## src/rtl/downwell_vga_pkg.sv

```systemverilog
// Screen geometry, colour constants and arbiter state shared by the VGA draw path.
package downwell_vga_pkg;

    localparam int unsigned X_W = 8;
    localparam int unsigned Y_W = 7;
    localparam int unsigned C_W = 3;

    typedef enum logic {
        IDLE = 1'b0,
        OWN  = 1'b1
    } arb_state_e;

    localparam logic [C_W-1:0] BLACK = 3'b000;
    localparam logic [C_W-1:0] WHITE = 3'b111;

endpackage

```

## src/rtl/vga_draw_arbiter_rr_pick.sv

```systemverilog
// Combinational round-robin picker: first set request at or above ptr, wrapping to 0.
module rr_pick
    import downwell_vga_pkg::*;
#(
    parameter int unsigned N_REQ = 4,
    parameter int unsigned PTR_W = 2
) (
    input  logic [N_REQ-1:0] req_i,
    input  logic [PTR_W-1:0] ptr_i,
    output logic [N_REQ-1:0] gnt_o,
    output logic [PTR_W-1:0] idx_o
);

    logic found;

    // Upper pass covers [ptr, N_REQ-1]; the lower pass then wraps around from 0.
    always_comb begin
        gnt_o = '0;
        idx_o = '0;
        found = 1'b0;
        for (int unsigned i = 0; i < N_REQ; i++) begin
            if (!found && req_i[i] && (32'(i) >= 32'(ptr_i))) begin
                found    = 1'b1;
                gnt_o[i] = 1'b1;
                idx_o    = PTR_W'(i);
            end
        end
        for (int unsigned i = 0; i < N_REQ; i++) begin
            if (!found && req_i[i]) begin
                found    = 1'b1;
                gnt_o[i] = 1'b1;
                idx_o    = PTR_W'(i);
            end
        end
    end

endmodule

```

## src/rtl/vga_draw_arbiter.sv

```systemverilog
// Round-robin owner of the single VGA pixel-write port; one grant covers one whole sprite draw.
module vga_draw_arbiter #(
    parameter int unsigned N_REQ      = 4,
    parameter int unsigned X_W        = downwell_vga_pkg::X_W,
    parameter int unsigned Y_W        = downwell_vga_pkg::Y_W,
    parameter int unsigned C_W        = downwell_vga_pkg::C_W,
    parameter int unsigned MAX_PIXELS = 64
) (
    input  logic                   clk,
    input  logic                   resetn,
    input  logic [N_REQ-1:0]       req,
    input  logic [N_REQ-1:0]       pix_valid,
    input  logic [N_REQ-1:0]       pix_last,
    input  logic [N_REQ*X_W-1:0]   pix_x,
    input  logic [N_REQ*Y_W-1:0]   pix_y,
    input  logic [N_REQ*C_W-1:0]   pix_color,
    output logic [N_REQ-1:0]       gnt,
    output logic [X_W-1:0]         x_out,
    output logic [Y_W-1:0]         y_out,
    output logic [C_W-1:0]         color_out,
    output logic                   writeEn,
    output logic                   busy,
    output logic                   overrun
);

    import downwell_vga_pkg::arb_state_e;
    import downwell_vga_pkg::IDLE;
    import downwell_vga_pkg::OWN;
    import downwell_vga_pkg::BLACK;

    localparam int unsigned PTR_W = (N_REQ > 1) ? $clog2(N_REQ) : 1;
    localparam int unsigned CNT_W = $clog2(MAX_PIXELS + 1);

    arb_state_e       state_q, state_d;
    logic [PTR_W-1:0] ptr_q, ptr_d;
    logic [PTR_W-1:0] owner_q, owner_d;
    logic [CNT_W-1:0] cnt_q, cnt_d;
    logic [N_REQ-1:0] gnt_q, gnt_d;
    logic [X_W-1:0]   x_q, x_d;
    logic [Y_W-1:0]   y_q, y_d;
    logic [C_W-1:0]   c_q, c_d;
    logic             we_q, we_d;
    logic             busy_q, busy_d;
    logic             ovr_q, ovr_d;

    logic [N_REQ-1:0] pick_gnt_c;
    logic [PTR_W-1:0] pick_idx_c;
    logic             own_req_c;
    logic             own_valid_c;
    logic             own_last_c;
    logic [X_W-1:0]   own_x_c;
    logic [Y_W-1:0]   own_y_c;
    logic [C_W-1:0]   own_c_c;
    logic [PTR_W-1:0] next_ptr_c;
    logic             release_c;

    rr_pick #(
        .N_REQ (N_REQ),
        .PTR_W (PTR_W)
    ) u_rr_pick (
        .req_i (req),
        .ptr_i (ptr_q),
        .gnt_o (pick_gnt_c),
        .idx_o (pick_idx_c)
    );

    // Only the current owner's lane is visible to the FSM; other lanes never reach the port.
    always_comb begin
        own_req_c   = 1'b0;
        own_valid_c = 1'b0;
        own_last_c  = 1'b0;
        own_x_c     = '0;
        own_y_c     = '0;
        own_c_c     = '0;
        for (int unsigned i = 0; i < N_REQ; i++) begin
            if (owner_q == PTR_W'(i)) begin
                own_req_c   = req[i];
                own_valid_c = pix_valid[i];
                own_last_c  = pix_last[i];
                own_x_c     = pix_x[i*X_W +: X_W];
                own_y_c     = pix_y[i*Y_W +: Y_W];
                own_c_c     = pix_color[i*C_W +: C_W];
            end
        end
    end

    assign next_ptr_c = (owner_q == PTR_W'(N_REQ - 1)) ? '0 : owner_q + PTR_W'(1);

    always_comb begin
        state_d   = state_q;
        ptr_d     = ptr_q;
        owner_d   = owner_q;
        cnt_d     = cnt_q;
        gnt_d     = gnt_q;
        x_d       = x_q;
        y_d       = y_q;
        c_d       = c_q;
        we_d      = 1'b0;
        ovr_d     = 1'b0;
        release_c = 1'b0;
        case (state_q)
            IDLE: begin
                if (|req) begin
                    state_d = OWN;
                    gnt_d   = pick_gnt_c;
                    owner_d = pick_idx_c;
                    cnt_d   = '0;
                end
            end
            OWN: begin
                if (own_valid_c) begin
                    we_d  = 1'b1;
                    x_d   = own_x_c;
                    y_d   = own_y_c;
                    c_d   = own_c_c;
                    cnt_d = cnt_q + CNT_W'(1);
                    // A pixel offered alongside a dropped req is still written before release.
                    if (own_last_c) begin
                        release_c = 1'b1;
                    end else if (cnt_d == CNT_W'(MAX_PIXELS)) begin
                        release_c = 1'b1;
                        ovr_d     = 1'b1;
                    end else if (!own_req_c) begin
                        release_c = 1'b1;
                    end
                end else if (!own_req_c) begin
                    release_c = 1'b1;
                end
                if (release_c) begin
                    state_d = IDLE;
                    gnt_d   = '0;
                    ptr_d   = next_ptr_c;
                end
            end
            default: begin
                state_d = IDLE;
                gnt_d   = '0;
            end
        endcase
        busy_d = (state_d == OWN);
    end

    always_ff @(posedge clk) begin
        if (!resetn) begin
            state_q <= IDLE;
            ptr_q   <= '0;
            owner_q <= '0;
            cnt_q   <= '0;
            gnt_q   <= '0;
            x_q     <= '0;
            y_q     <= '0;
            c_q     <= C_W'(BLACK);
            we_q    <= 1'b0;
            busy_q  <= 1'b0;
            ovr_q   <= 1'b0;
        end else begin
            state_q <= state_d;
            ptr_q   <= ptr_d;
            owner_q <= owner_d;
            cnt_q   <= cnt_d;
            gnt_q   <= gnt_d;
            x_q     <= x_d;
            y_q     <= y_d;
            c_q     <= c_d;
            we_q    <= we_d;
            busy_q  <= busy_d;
            ovr_q   <= ovr_d;
        end
    end

    assign gnt       = gnt_q;
    assign x_out     = x_q;
    assign y_out     = y_q;
    assign color_out = c_q;
    assign writeEn   = we_q;
    assign busy      = busy_q;
    assign overrun   = ovr_q;

endmodule

```

## config.mk

```make
export PLATFORM = sky130hd
export DESIGN_NAME = vga_draw_arbiter
export DESIGN_NICKNAME = d
export VERILOG_FILES = /design/src/rtl/downwell_vga_pkg.sv /design/src/rtl/vga_draw_arbiter_rr_pick.sv /design/src/rtl/vga_draw_arbiter.sv
export SDC_FILE = /design/constraint.sdc
export NUM_CORES = 1
export LEC_CHECK = 0
export BUFFER_PORTS_ARGS = -buffer_cell sky130_fd_sc_hd__buf_2
export CAP_MARGIN = 20
export CORE_MARGIN = 4
export CORE_UTILIZATION = 49
export CTS_CLUSTER_DIAMETER = 40
export CTS_CLUSTER_SIZE = 14
export DETAILED_ROUTE_END_ITERATION = 7
export GPL_TIMING_DRIVEN = 1
export PLACE_DENSITY = 0.87
export REMOVE_ABC_BUFFERS = 1
export SETUP_SLACK_MARGIN = 0.1
export SLEW_MARGIN = 5
export SYNTH_ARGS = -nofsm -noshare
export SYNTH_HDL_FRONTEND = slang
export SYNTH_SLANG_ARGS = --single-unit
```

## constraint.sdc

```tcl
create_clock -name clk -period 4.6 [get_ports clk]
set_input_delay 0.69 -clock clk [delete_from_list [all_inputs] [get_ports clk]]
set_output_delay 0.69 -clock clk [all_outputs]
set_load 0.005 [all_outputs]
```

# Word-level counts from Yosys, hierarchy flattened
# Index checks and enable logic that the tools add are counted.
# W data, S select, Z words.
[classes]
n_lt_le_gt_ge = 3
n_eq_ne = 7
n_mul = 0
div = 0
addsub = 2
mux = 62
shifts = 0
n_reduce_logical = 26
bitwise = 3
[ops]
columns = ["cell", "count"]
rows = [
  ["$mux W7", 6],
  ["$mux W1", 36],
  ["$mux W8", 4],
  ["$mux W2", 7],
  ["$pmux W7 S2", 1],
  ["$mux W3", 4],
  ["$reduce_and A2 Y1", 6],
  ["$logic_and A1 B1 Y1", 10],
  ["$mux W4", 2],
  ["$pmux W4 S2", 1],
  ["$reduce_or A4 Y1", 2],
  ["$add A7 B1 Y7 const B", 1],
  ["$eq A7 B7 Y1 const B", 1],
  ["$logic_not A1 Y1", 7],
  ["$eq A2 B2 Y1 const B", 2],
  ["$ge A1 B2 Y1 const A", 2],
  ["$ne A2 B1 Y1 const B", 2],
  ["$not A1 Y1", 3],
  ["$add A2 B1 Y2 const B", 1],
  ["$eq A2 B1 Y1 const B", 1],
  ["$ge A2 B2 Y1 const A", 1],
  ["$logic_not A2 Y1", 1],
  ["$ne A2 B2 Y1 const B", 1],
  ["$pmux W1 S2", 1],
]
[word_totals]
romBits = 0
n_memories = 0
latch_bits = 0
register_bits = 36
mem_bits_rw = 0

# Longest topological paths before layout
[depth]
depth_word = 28
mapped_depth = 10

# Modules after synthesis
# From an unflattened synthesis, not the netlist that was laid out.
[hier_totals]
hier_cells = 290
area_unflattened_um2 = 2308.5
[by_module_without_submodules]
columns = ["mod", "cells_each", "instances", "area_per_inst_um2", "seq_area_each_um2"]
rows = [
  ["vga_draw_arbiter", 259, 1, 2099.5, 720.7],
  ["rr_pick", 31, 1, 209.0, 0.0],
]

# Worst setup path after synthesis
# OpenSTA, ideal clock, no wires.
[synth_path]
kind = "flip-flop to flip-flop"
from = "reg owner_q[0]"
to = "reg x_q[0], in the netlist x_out[0]"
slack_ps = 2570
t_required_ps = 4478
arrival_time_ps = 1908
synth_period_minus_slack_ps = 2030
path_stages_with_launch = 11
path_buffers = 3
setup_ps = 122
path_cell_list = "dfxtp_1 > inv_1 > ha_1 > buf_6 > or2_4 > a221o_1 > and3_1 > buf_6 > buf_6 > o21ai_0 > a21oi_1"
[synth_via]
elab_chain_cells = 6
word_cells_on_any_way = 13
cone_classes = "eq/ne (3); mux (8); reduce/logical (2)"
[synth_rtl]
columns = ["element", "line", "rtl"]
rows = [
  ["start: declaration", "vga_draw_arbiter.sv:36", "logic [PTR_W-1:0] owner_q, owner_d;"],
  ["start signal: assignment", "vga_draw_arbiter.sv:159", "owner_q <= owner_d;"],
  ["$logic_not A2 Y1", "vga_draw_arbiter.sv:76", "if (owner_q == PTR_W'(i)) begin"],
  ["$mux W1 (4 in series)", "vga_draw_arbiter.sv:76", ""],
  ["$reduce_and A2 Y1 (no line)", "--", ""],
  ["end signal: assignment", "vga_draw_arbiter.sv:150", "x_q <= '0;"],
  ["end signal: assignment", "vga_draw_arbiter.sv:162", "x_q <= x_d;"],
  ["end: declaration", "vga_draw_arbiter.sv:39", "logic [X_W-1:0] x_q, x_d;"],
]
# Several ways; a longest one is shown, not always the timed one.
# A chain may end at the register's enable or synchronous reset.

# Worst setup path after layout
[layout_path]
from = "reg owner_q[1]"
to = "reg cnt_q[4]"
[layout_via]
elab_chain_cells = 7
word_cells_on_any_way = 10
cone_classes = "eq/ne (4); mux (4); reduce/logical (2)"
[layout_rtl]
columns = ["element", "line", "rtl"]
rows = [
  ["$logic_not A2 Y1", "vga_draw_arbiter.sv:76", ""],
  ["$mux W1 (3 in series)", "vga_draw_arbiter.sv:76", ""],
  ["$mux W1 (*)", "vga_draw_arbiter.sv:76", ""],
  ["$ne A2 B1 Y1 (no line) (*)", "--", ""],
  ["$reduce_and A2 Y1 (no line) (*)", "--", ""],
  ["end signal: assignment", "vga_draw_arbiter.sv:160", "cnt_q <= cnt_d;"],
  ["end: declaration", "vga_draw_arbiter.sv:37", "logic [CNT_W-1:0] cnt_q, cnt_d;"],
]
# Mark *: on every way between the ends. The rest lies on a longest branch, timed or not.

==> results by group <==
Status
  – Outcome: finished, final reports clean

STA
  – RSZ-0062 raised after global routing: false
  – Period utilization: 62.4%
  – WHS: 0.469 ns
  – Setup TNS: 0 ns
  – Final min period: 2.87 ns
  – FMAX: 0.348 GHz
  – Setup Viol. Count Final: 0
  – Fin. Hold Viols: 0
  – Final Slew Violations: 0
  – Least-Margin Pin Slew: 0.866 ns
  – Layout Skew: 0.00547 ns
  – Relative slew slack: 42.2%

Place
  – RD Place Congestion: 0.952
  – Port Buffers: 110
  – Dpl cell area: 2710 µm²
  – DP HPWL: 4.60 mm

Power
  – Worst vdd ir: 0.000198 V
  – PD cells: 368 nW/µm²
  – Lkg Pwr: 0.00123 µW

Yosys
  – Area leader, netlist: dfxtp_1
  – Netlist cell types: 41
  – Synth area leaders: dfxtp_1 33%, a21oi_1 11%, a221oi_1 7.1%
  – Post-synth EDFFs: 0
  – FF+latch count, synth: 36
  – Synth top area share: 32.7%
  – Yosys warning count: 0
  – Mapped Area: 2210 µm²
  – Ys async rst share: 0%
  – Post-synthesis instance total: 285
  – Sequential-to-total area share from yosys stat: 32.7%
  – Top_reg_cell synth: dfxtp_1
  – Syn Area/Cell: 7.74 µm²

Die
  – Rows: 24
  – Die area: 5640 µm²
  – Initial Utilization: 50.7%
  – Core area: 4350 µm²
  – Ports: 111
  – Die Ht: 75.1 µm
  – Die Width: 75.1 µm

Clock network
  – H-tree depth: 2
  – CTS tree: built
  – Hold_buf cts: 0
  – CTS Root Cell: clkbuf_8
  – Post_cts resized: 0
  – Clock buffer depth: 2
  – Clock Latency Late Sink: 0.29 ns
  – CTS sink cnt: 36
  – Total CTS buffers: 5
  – Post-CTS Setup Inserts: 0
  – Clock slew at the register clock pins of the worst setup and hold paths: 0.07 ns

Setup path
  – FF-to-FF Start: owner_q[1]
  – Bufs and invs on worst path: 2
  – CP max stage delay: 0.49 ns
  – CP Capture Type: flop
  – Data arrival, critical path: 3.07 ns
  – Worst EP required: 4.80 ns
  – Worst reg2reg setup slack: 1.73 ns
  – Top delay family on crit path: simple AND/OR/NAND/NOR gates
  – R2R depth: 8
  – Critical path class: flop to flop
  – Crit-path cells: inv_1 -> ha_1 -> nor2b_1 -> a221o_1 -> and3_1 -> buf_4 -> a21oi_1 -> a311oi_1
  – Worst setup SP type: flop
  – CP Max Fanout: 33
  – CP max-delay cell: ha_1
  – Worst reg2reg endpoint: cnt_q[4]

Final layout
  – Share of layout cells above drive strength 1: 33.2%
  – Post-route cell area: 2800 µm²
  – FILL cells: 377
  – Ant. Diodes: 0
  – Final-stage net count: 469
  – Most frequent cells in the layout: 110 x buf_2, 47 x a21oi_1, 36 x dfxtp_1, 24 x o21ai_0
  – Commonest non-fill, non-tap cell in the layout: buf_2
  – Syn-to-layout area delta: 26.8%

Drt
  – Initial DRC count: 158
  – Drt wl/cell: 14.6 µm
  – Total number of vias: 2542
  – ANT nets after route: 0
  – DRC Markers: 0
  – Via density: 5.90
  – Detailed Routing Iterations Pass 1: 4
  – Wirelength, routed: 6.31 mm

Min path
  – Hold path endpoint: gnt[2]
  – Worst hold path startpoint: gnt[2]
  – Worst Hold Depth: 2
  – Hold Path Class: flop to flop

GRT
  – First-pass GRT wire length: 10.0 mm
  – Number of global-route vias before repair: 2350
  – Largest net degree at the start of global routing: 37
  – Antenna violations before repair: 0
  – GRT overflow: 0
  – GRT Util Overall: 22.9%

Run
  – Max-cap violations: 0
==> Yosys cell counts, types with 2 or more instances <==
cell,count
o22ai_1,3
o21ai_0,24
ha_1,5
a21boi_0,2
a221oi_1,18
buf_2,3
a221o_1,2
clkbuf_1,19
o211ai_1,2
o22a_1,2
nand2b_1,6
o21ai_1,3
a211oi_1,2
a311oi_1,3
buf_6,5
nand3_1,16
inv_1,7
nor2_1,7
nand2_1,13
mux2i_1,3
or3_1,2
a21oi_1,47
dfxtp_1,36
nor2b_1,18
nor3_1,18
and3_1,3
a31oi_1,2
==> metal layers <==
layer / track usage [%] / vias to the layer above / part of all wire (%) / routed length (µm)
li1: - / 1262 / - / -
met1: 27.7 / 1141 / 42 / 2620
met2: 39.5 / 122 / 47 / 2980
met3: 4.27 / 17 / 8.9 / 562
met4: 10.1 / 0 / 2.3 / 148
met5: 0 / - / 0 / 0
==> logic make-up (layout without fill, tap and decap cells) <==
logic type,Yosys count,in the layout,synth area share (%)
AOI/OAI and AO/OA,118,118,34.1
and+or+nand+nor,88,88,21.3
DFF,36,36,32.7
buffers and inverters,35,129,7.82
adders and majority gates,5,5,2.83
muxes,3,3,1.36
==> state kept, by name, summed over array words and instances, names as in the netlist <==
signal,count
x_out,8
cnt_q,7
y_out,7
gnt,4
color_out,3
owner_q,2
ptr_q,2
busy,1
overrun,1
writeEn,1
==> stage by stage <==
stage	util, %	cells	setup WS, ns	power, µW
finish	64.3	431	1.73	1030
global route	64.3	431	1.48	1110
detailed placement	62.2	423	1.74	805
CTS	64.3	431	1.72	1030
global placement	62.2	423	1.96	792
floorplan	-	257	1.44	649
==> tightest hold or removal path: stages (launching register included) <==
cell and delay, ns:
dfxtp_1 0.31, nand3_1 0.06, o21ai_0 0.06
==> worst max-delay path by stage <==
stage                    start       end  cells past startpoint
floorplan           owner_q[1]  cnt_q[2]                      7
global placement    owner_q[1]  cnt_q[4]                      8
detailed placement  owner_q[1]  cnt_q[4]                      8
CTS                 owner_q[1]  cnt_q[4]                      8
global route        owner_q[1]  cnt_q[4]                      8
finish              owner_q[1]  cnt_q[4]                      8
==> where the power goes <==
part,total [µW],switching [µW],internal [µW]
Combinational,407,228,179
Sequential,394,34.3,359
Clock,230,111,119
==> layout make-up <==
cell class | count | area, µm² | share of cell area, %
clock inverter | 2 | 10.0 | 0.358
multi-input combinational | 214 | 1310 | 46.9
timing repair buffer | 114 | 581 | 20.7
tap | 52 | 65.1 | 2.32
sequential | 36 | 721 | 25.7
inverter | 7 | 26.3 | 0.939
clock buffer | 6 | 82.6 | 2.95
No activity file was read; power rests on OpenSTA's default activity.
